`src/rtl/seq_pattern_tx_if.sv`:
```
// Handshake bundle between a pattern requester and seq_pattern_tx.
// The requester drives start/rep_cnt/abort; the transmitter drives the serial stream and status.
interface seq_pattern_tx_if #(
   parameter int CNT_W = 4
);
   logic             start;
   logic [CNT_W-1:0] rep_cnt;
   logic             abort;
   logic             X;
   logic             valid;
   logic             last;
   logic             busy;
   logic             done;

   modport master (
      output start, rep_cnt, abort,
      input  X, valid, last, busy, done
   );

   modport slave (
      input  start, rep_cnt, abort,
      output X, valid, last, busy, done
   );
endinterface

```
`src/rtl/seq_pattern_tx.sv`:
```
// Serial pattern transmitter: sends PATTERN MSB-first rep_cnt times with GAP idle bits between frames.
// Optional build macro SEQ_PATTERN_TX_PARITY_EN appends an even-parity bit to every frame.
//
//   state  | meaning
//   S_IDLE | waiting for start, all outputs low
//   S_SEND | driving frame bit idx onto X
//   S_GAP  | idle zero bits between frames, still busy
//   S_DONE | one-cycle done pulse
module seq_pattern_tx #(
   parameter int               PAT_W   = 3,
   parameter logic [PAT_W-1:0] PATTERN = 3'b101,
   parameter int               GAP     = 2,
   parameter int               CNT_W   = 4
) (
   input logic             clk,
   input logic             rst,
   seq_pattern_tx_if.slave bus
);

`ifdef SEQ_PATTERN_TX_PARITY_EN
   localparam int                 FRAME_W = PAT_W + 1;
   localparam logic [FRAME_W-1:0] FRAME   = {PATTERN, ^PATTERN};
`else
   localparam int                 FRAME_W = PAT_W;
   localparam logic [FRAME_W-1:0] FRAME   = PATTERN;
`endif

   localparam int               IDX_W   = $clog2(FRAME_W);
   localparam int               GAP_W   = 4;
   localparam logic [IDX_W-1:0] IDX_TOP = IDX_W'(FRAME_W - 1);
   localparam logic [GAP_W-1:0] GAP_TOP = GAP_W'((GAP > 0) ? GAP - 1 : 0);

   typedef enum logic [1:0] {S_IDLE, S_SEND, S_GAP, S_DONE} state_t;

   state_t           state_q, state_d;
   logic [IDX_W-1:0] idx_q, idx_d;
   logic [CNT_W-1:0] reps_q, reps_d;
   logic [GAP_W-1:0] gcnt_q, gcnt_d;
   logic             x_q, x_d;
   logic             valid_q, valid_d;
   logic             last_q, last_d;
   logic             busy_q, busy_d;
   logic             done_q, done_d;

   always_comb begin
      state_d = state_q;
      idx_d   = idx_q;
      reps_d  = reps_q;
      gcnt_d  = gcnt_q;
      case (state_q)
         S_IDLE: begin
            if (bus.start) begin
               if (bus.rep_cnt != '0) begin
                  state_d = S_SEND;
                  idx_d   = IDX_TOP;
                  reps_d  = bus.rep_cnt;
               end else begin
                  state_d = S_DONE;
               end
            end
         end
         S_SEND: begin
            if (bus.abort) begin
               state_d = S_IDLE;
            end else if (idx_q == '0) begin
               if (reps_q == CNT_W'(1)) begin
                  state_d = S_DONE;
               end else begin
                  reps_d = reps_q - CNT_W'(1);
                  idx_d  = IDX_TOP;
                  // With no gap the next frame starts back-to-back.
                  if (GAP > 0) begin
                     state_d = S_GAP;
                     gcnt_d  = GAP_TOP;
                  end
               end
            end else begin
               idx_d = idx_q - IDX_W'(1);
            end
         end
         S_GAP: begin
            if (bus.abort) begin
               state_d = S_IDLE;
            end else if (gcnt_q == '0) begin
               state_d = S_SEND;
            end else begin
               gcnt_d = gcnt_q - GAP_W'(1);
            end
         end
         S_DONE: state_d = S_IDLE;
         default: state_d = S_IDLE;
      endcase
   end

   // Outputs are decoded from the next state so they register in step with it.
   always_comb begin
      x_d     = 1'b0;
      valid_d = 1'b0;
      last_d  = 1'b0;
      busy_d  = 1'b0;
      done_d  = 1'b0;
      case (state_d)
         S_SEND: begin
            valid_d = 1'b1;
            busy_d  = 1'b1;
            last_d  = (idx_d == '0);
            for (int i = 0; i < FRAME_W; i++) begin
               if (idx_d == IDX_W'(i)) x_d = FRAME[i];
            end
         end
         S_GAP:  busy_d = 1'b1;
         S_DONE: done_d = 1'b1;
         default: ;
      endcase
   end

   always_ff @(posedge clk) begin
      if (!rst) begin
         state_q <= S_IDLE;
         idx_q   <= '0;
         reps_q  <= '0;
         gcnt_q  <= '0;
         x_q     <= 1'b0;
         valid_q <= 1'b0;
         last_q  <= 1'b0;
         busy_q  <= 1'b0;
         done_q  <= 1'b0;
      end else begin
         state_q <= state_d;
         idx_q   <= idx_d;
         reps_q  <= reps_d;
         gcnt_q  <= gcnt_d;
         x_q     <= x_d;
         valid_q <= valid_d;
         last_q  <= last_d;
         busy_q  <= busy_d;
         done_q  <= done_d;
      end
   end

   assign bus.X     = x_q;
   assign bus.valid = valid_q;
   assign bus.last  = last_q;
   assign bus.busy  = busy_q;
   assign bus.done  = done_q;

endmodule

```
`src/flat_wrapper.sv`:
```
// flat-port wrapper written by rule: the top's interface ports become plain ports
module seq_pattern_tx_flat 
#(
   parameter int               PAT_W   = 3,
   parameter logic [PAT_W-1:0] PATTERN = 3'b101,
   parameter int               GAP     = 2,
   parameter int               CNT_W   = 4
)
  (clk, rst, bus_start, bus_rep_cnt, bus_abort, bus_X, bus_valid, bus_last, bus_busy, bus_done);
  seq_pattern_tx_if #(.CNT_W(CNT_W)) bus_i ();
  input logic clk;
  input logic rst;
  input wire logic [$bits(bus_i.start)-1:0] bus_start;
  input wire logic [$bits(bus_i.rep_cnt)-1:0] bus_rep_cnt;
  input wire logic [$bits(bus_i.abort)-1:0] bus_abort;
  output wire logic [$bits(bus_i.X)-1:0] bus_X;
  output wire logic [$bits(bus_i.valid)-1:0] bus_valid;
  output wire logic [$bits(bus_i.last)-1:0] bus_last;
  output wire logic [$bits(bus_i.busy)-1:0] bus_busy;
  output wire logic [$bits(bus_i.done)-1:0] bus_done;
  assign bus_i.start = bus_start;
  assign bus_i.rep_cnt = bus_rep_cnt;
  assign bus_i.abort = bus_abort;
  assign bus_X = bus_i.X;
  assign bus_valid = bus_i.valid;
  assign bus_last = bus_i.last;
  assign bus_busy = bus_i.busy;
  assign bus_done = bus_i.done;
  seq_pattern_tx #(.PAT_W(PAT_W), .PATTERN(PATTERN), .GAP(GAP), .CNT_W(CNT_W)) u_core (.clk(clk), .rst(rst), .bus(bus_i));
endmodule
```
`config.mk`:
```
export PLATFORM = sky130hd
export DESIGN_NAME = seq_pattern_tx_flat
export DESIGN_NICKNAME = d
export VERILOG_FILES = /design/src/rtl/seq_pattern_tx_if.sv /design/src/rtl/seq_pattern_tx.sv /design/src/flat_wrapper.sv
export SDC_FILE = /design/constraint.sdc
export NUM_CORES = 1
export LEC_CHECK = 0
export ABC_AREA = 0
export ABC_CLOCK_PERIOD_IN_PS = 1800
export BUFFER_PORTS_ARGS = -buffer_cell sky130_fd_sc_hd__buf_2
export CELL_PAD_IN_SITES_DETAIL_PLACEMENT = 0
export CELL_PAD_IN_SITES_GLOBAL_PLACEMENT = 1
export CORE_MARGIN = 3
export CORE_UTILIZATION = 35
export DETAILED_ROUTE_END_ITERATION = 12
export PLACE_DENSITY_LB_ADDON = 0.05
export SLEW_MARGIN = 25
export SYNTH_ARGS = -nofsm -noshare
export SYNTH_HDL_FRONTEND = slang
export SYNTH_SLANG_ARGS = --single-unit
```
`constraint.sdc`:
```
create_clock -name clk -period 1.8 [get_ports clk]
set_input_delay 0.36 -clock clk [delete_from_list [all_inputs] [get_ports clk]]
set_output_delay 0.36 -clock clk [all_outputs]
set_load 0.03 [all_outputs]
```
After elaboration in Yosys (flattened, before gate mapping)
Cells that the tools add are included.
- $add $sub $neg: 3
- reductions and logical operators: 11
- mux-type cells: 32
- equal/unequal tests: 16
- operators with widths (cell ; count):
    $mux W4 ; 10
    $mux W2 ; 11
    $pmux W4 S2 ; 2
    $reduce_and A6 Y1 ; 2
    $eq A2 B2 Y1 const B ; 5
    $ne A2 B2 Y1 const B ; 5
    $pmux W2 S4 ; 1
    $sub A4 B1 Y4 const B ; 2
    $mux W1 ; 7
    $eq A2 B1 Y1 const B ; 3
    $logic_not A2 Y1 ; 3
    $eq A4 B1 Y1 const B ; 1
    $logic_not A4 Y1 ; 1
    $ne A2 B1 Y1 const B ; 2
    $pmux W2 S2 ; 1
    $reduce_bool A2 Y1 ; 2
    $reduce_bool A4 Y1 ; 1
    $reduce_and A2 Y1 ; 1
    $reduce_or A2 Y1 ; 1
    $sub A2 B1 Y2 const B ; 1
- input port bits: 8
- register bits: 17

Logic depth before layout (Yosys ltp)
- word-level depth: 9
- mapped depth: 10

Worst setup path after synthesis
Ideal clock, no wire load.
- path kind: input -> register
- start point: input bus_rep_cnt[0]
- end point: register u_core.last_q, in the netlist u_core.bus.last
- cell stages on the path: 7
- setup time: 0.116 ns
- arrival time: 1.627 ns
- setup slack: 0.057 ns
- cell sequence: or4_1 -> o22ai_1 -> inv_1 -> ha_1 -> nand2_1 -> nor2_1 -> and3_1
- word-level cells in the longest chain between the ends: 6
- RTL lines (element ; RTL line ; RTL):
    start, declared ; flat_wrapper.sv:14 ; input wire logic [$bits(bus_i.rep_cnt)-1:0] bus_rep_cnt;
    $reduce_bool A4 Y1 ; seq_pattern_tx.sv:53 ; if (bus.rep_cnt != '0) begin
    $mux W2 ; seq_pattern_tx.sv:53 ;
    $mux W2 ; seq_pattern_tx.sv:52 ; if (bus.start) begin
    $pmux W2 S4 ; seq_pattern_tx.sv:50 ; case (state_q)
    net u_core.state_d[1] ; seq_pattern_tx.sv:35 ; state_t state_q, state_d;
    $eq A2 B1 Y1 ; seq_pattern_tx.sv:102 ; case (state_d)
    $reduce_and A2 Y1 (no line) ; - ;
    end signal, assigned ; seq_pattern_tx.sv:135 ; last_q <= last_d;
    end, declared ; seq_pattern_tx.sv:41 ; logic last_q, last_d;
The timed path passes the listed nets, and every way through them passes these cells.
A chain may end at the register's enable or synchronous reset.

Worst setup path in the final report
- start point: register u_core.gcnt_q[0]
- end point: register u_core.last_q, in the netlist u_core.bus.last
- word-level cells in the longest chain between the ends: 6
- RTL lines (element ; RTL line ; RTL):
    start, declared ; seq_pattern_tx.sv:38 ; logic [GAP_W-1:0] gcnt_q, gcnt_d;
    start signal, assigned ; seq_pattern_tx.sv:132 ; gcnt_q <= gcnt_d;
    $logic_not A4 Y1 ; seq_pattern_tx.sv:84 ; end else if (gcnt_q == '0) begin
    $mux W2 ; seq_pattern_tx.sv:84 ;
    $mux W2 ; seq_pattern_tx.sv:82 ; if (bus.abort) begin
    $pmux W2 S4 ; seq_pattern_tx.sv:50 ;
    net u_core.state_d[1] ; seq_pattern_tx.sv:35 ;
    $eq A2 B1 Y1 ; seq_pattern_tx.sv:102 ;
    $reduce_and A2 Y1 (no line) ; - ;
The timed path passes the listed nets, and every way through them passes these cells.

==> results.yml <==
hold_path:
  min_path_cells: 2
  min_to: "u_core.gcnt_q[0]"
  hold_path.class: "in -> reg"
  min_from: "rst"
place:
  place_ws_ns: -0.0983
  place.gp.congestion: 0.810
  dpl.hpwl_mm: 1.71
  portBuffers: 12
  post_dp_cell_area_mm2: 0.00117
timing:
  finClkSkew_ns: 0.0151
  tightest_slew_ns: 0.297
  fin_crit_sh_pct: 93.6
  hold_violations: 0
  setup_viol: 0
  max-slew-margin-rel_pct: 79.9
  max_clock_freq_mhz: 594
  fin_crit_ns: 1.68
  hold_ws_ns: 0.395
  rsz0062_at_grt: "true"
  maxSlewViolCount: 0
  worst_slack_ns: 0.115
clock_network:
  root_buffer: "clkbuf_4"
  clkTransAtPathRegs_ns: 0.11
  cts_sinks: 17
  post-cts-setup-buffers: 0
  clockBufferDepth: 2
  cts_tree: "done"
  hold_buffers: 0
  cts-buffers-inserted: 3
  worstSkewPairLatency_ns: 0.30
  htreeDepth: 1
yosys:
  synth_seq_area_share_pct: 35.5
  synth_area_leaders: "dfxtp_1 36%, ha_1 7.8%, nor2b_1 4.6%"
  synth_edf_count: 0
  yosysWarnings: 0
  ys_ff_latch: 17
  avgSynthCellArea_um2: 8.79
  ys.flop_type: "dfxtp_1"
  async_flop_share_pct: 0
  synth_area_um2: 958
  synth_cell_type_count: 35
  synth_most_common_cell: "dfxtp_1"
  synthCells: 109
  synth.largest_area_cell: "dfxtp_1"
  synth_top_cell_area_share_pct: 35.5
  synth_common_cells: "17 x dfxtp_1, 9 x nand2_1, 7 x a21oi_1, 7 x nor2b_1"
  syn_nets: 123
floorplan:
  die_area_mm2: 0.00340
  fp.dieW_um: 58.3
  die_h_um: 58.3
  boundaryPins: 13
  core_mm2: 0.00254
  start_util_pct: 37.7
  num_rows: 18
run_status:
  status: "finished, final reports clean"
worst_setup_path:
  crit_required_ns: 2.01
  crit_path_end_kind: "register"
  regToRegStartpoint: "u_core.gcnt_q[0]"
  crit_start: "u_core.gcnt_q[0]"
  cp_slowest_stage_delay_ns: 0.34
  cpMaxStageDelayCell: "dfxtp_1"
  path_common_cell: "inv_1"
  ff2ff_path_depth: 10
  crit_fanout: 4
  worstPathArrival_ns: 1.89
  ff2ff_setup_slack_ns: 0.12
  worst_setup_path_start_kind: "register"
  r2r_end: "u_core.bus.last"
  worstPathCellList: "inv_1 > ha_1 > nor3b_2 > o21ba_4 > o22ai_2 > inv_1 > ha_2 > nand2_1 > nor2_1 > and3_1"
  crit_type: "reg -> reg"
route:
  drt_iter0_markers: 20
  wl_per_cell_um: 12.5
  drt_first_pass_iters: 4
  via_count: 883
  via_per_inst: 5.19
  ant_nets: 0
  wl_mm: 2.12
  drc_errors: 0
run:
  maxCapViolCount: 0
power_and_ir_drop:
  powerDensity_mw_per_mm2: 711
  p_leak_nw: 0.512
  ir_drop_mv: 0.422
global_routing:
  grt_overflow: 0
  antenna_found_initial: 0
  grt_pass1_wl_mm: 3.83
  grt_usage_pct: 14.7
  grt_max_degree: 12
  grt_pass1_vias: 858
cells_and_area:
  final_nets: 155
  drive_above_1_share_pct: 35.0
  area_growth_pct: 29.9
  n_antenna_cell: 0
  design_area_mm2: 0.00124
## layout by cell type, fill, tap and decap left out, types with 2 or more instances in the layout
| cell | Yosys | final |
|---|---|---|
| o21ai_0 | 3 | 3 |
| nand2_1 | 9 | 8 |
| ha_2 | 0 | 2 |
| a21oi_1 | 7 | 7 |
| buf_4 | 1 | 18 |
| dfxtp_2 | 0 | 3 |
| buf_2 | 1 | 12 |
| ha_1 | 6 | 4 |
| dfxtp_1 | 17 | 14 |
| clkbuf_4 | 0 | 3 |
| or4_1 | 3 | 3 |
| nor2b_1 | 7 | 7 |
| and2_1 | 3 | 3 |
| o31ai_1 | 4 | 4 |
| inv_1 | 6 | 5 |
| nor3_1 | 4 | 4 |
| o22ai_1 | 3 | 2 |
| a21o_1 | 2 | 2 |
| mux2i_1 | 4 | 4 |
| or3b_2 | 2 | 2 |
| o311ai_0 | 2 | 2 |
| nor2_1 | 6 | 6 |
| o211ai_1 | 2 | 2 |
| nand2b_1 | 2 | 2 |
## power by group
| part | internal, mW | switching, mW |
|---|---|---|
| Clock | 0.0845 | 0.127 |
| Combinational | 0.121 | 0.121 |
| Sequential | 0.404 | 0.0279 |
| Total | 0.610 | 0.275 |
## timing repair
item | in CTS | in global routing
setup endpoints to repair | 2 | 7
pin swaps | 0 | 2
resized for setup | 1 | 11
## kinds of logic after synthesis
group / count (synthesis) / share of synthesized area [%]
simple gates: 44 / 27.7
compound gates: 28 / 20.4
fa+ha+maj: 6 / 7.83
buf+inv: 10 / 4.44
flops: 17 / 35.5
mux: 4 / 4.18
## metrics by stage
stage	power (mW)	cells	setup TNS, ns	utilization [%]
after floorplan	0.578	109	0	-
after global placement	0.671	166	-0.166	46.2
after detailed placement	0.671	166	-0.214	46.2
after CTS	0.894	170	0	47.5
after global routing	0.954	170	-0.0303	48.9
final	0.885	170	0	48.9
## worst max path at each step
stage                             endpoint  depth (start not counted)  slack [ns]
after global routing      u_core.reps_q[0]                          4       -0.02
after floorplan            u_core.bus.last                          7        0.06
after detailed placement   u_core.bus.last                          8        -0.1
final                      u_core.bus.last                         10        0.12
after CTS                     u_core.bus.X                         10        0.02
after global placement     u_core.bus.last                          8       -0.08
## state kept, by name, indices dropped and copies added, names as in the netlist
register,flops
u_core.state_q,2
u_core.gcnt_q,4
u_core.bus.busy,1
u_core.bus.X,1
u_core.bus.valid,1
u_core.reps_q,4
u_core.bus.done,1
u_core.idx_q,2
u_core.bus.last,1
## worst max-delay path, delay by kind of cell (launching register included)
| family | cells | cell delay [ns] |
|---|---|---|
| buf+inv | 2 | 0.12 |
| flops | 1 | 0.34 |
| compound gates | 2 | 0.37 |
| fa+ha+maj | 2 | 0.36 |
| simple gates | 4 | 0.42 |
## layer usage
metal	share of wire, %	vias to the layer above	routed length, µm	global-route usage (%)
met4	0.66	0	14	7.28
li1	-	458	-	-
met5	0	-	0	0
met1	52	409	1100	20.9
met3	3.7	2	78	1.97
met2	44	14	933	21.7
## final cells by class
| type | instances | area, µm² |
|---|---|---|
| clock buffer | 3 | 22.5 |
| clock inverter | 1 | 7.51 |
| fill | 265 | 1300 |
| inverter | 7 | 26.3 |
| multi-input combinational | 82 | 612 |
| sequential | 17 | 344 |
| tap | 30 | 37.5 |
| timing repair buffer | 30 | 195 |
No activity file was read; power rests on OpenSTA's default activity.
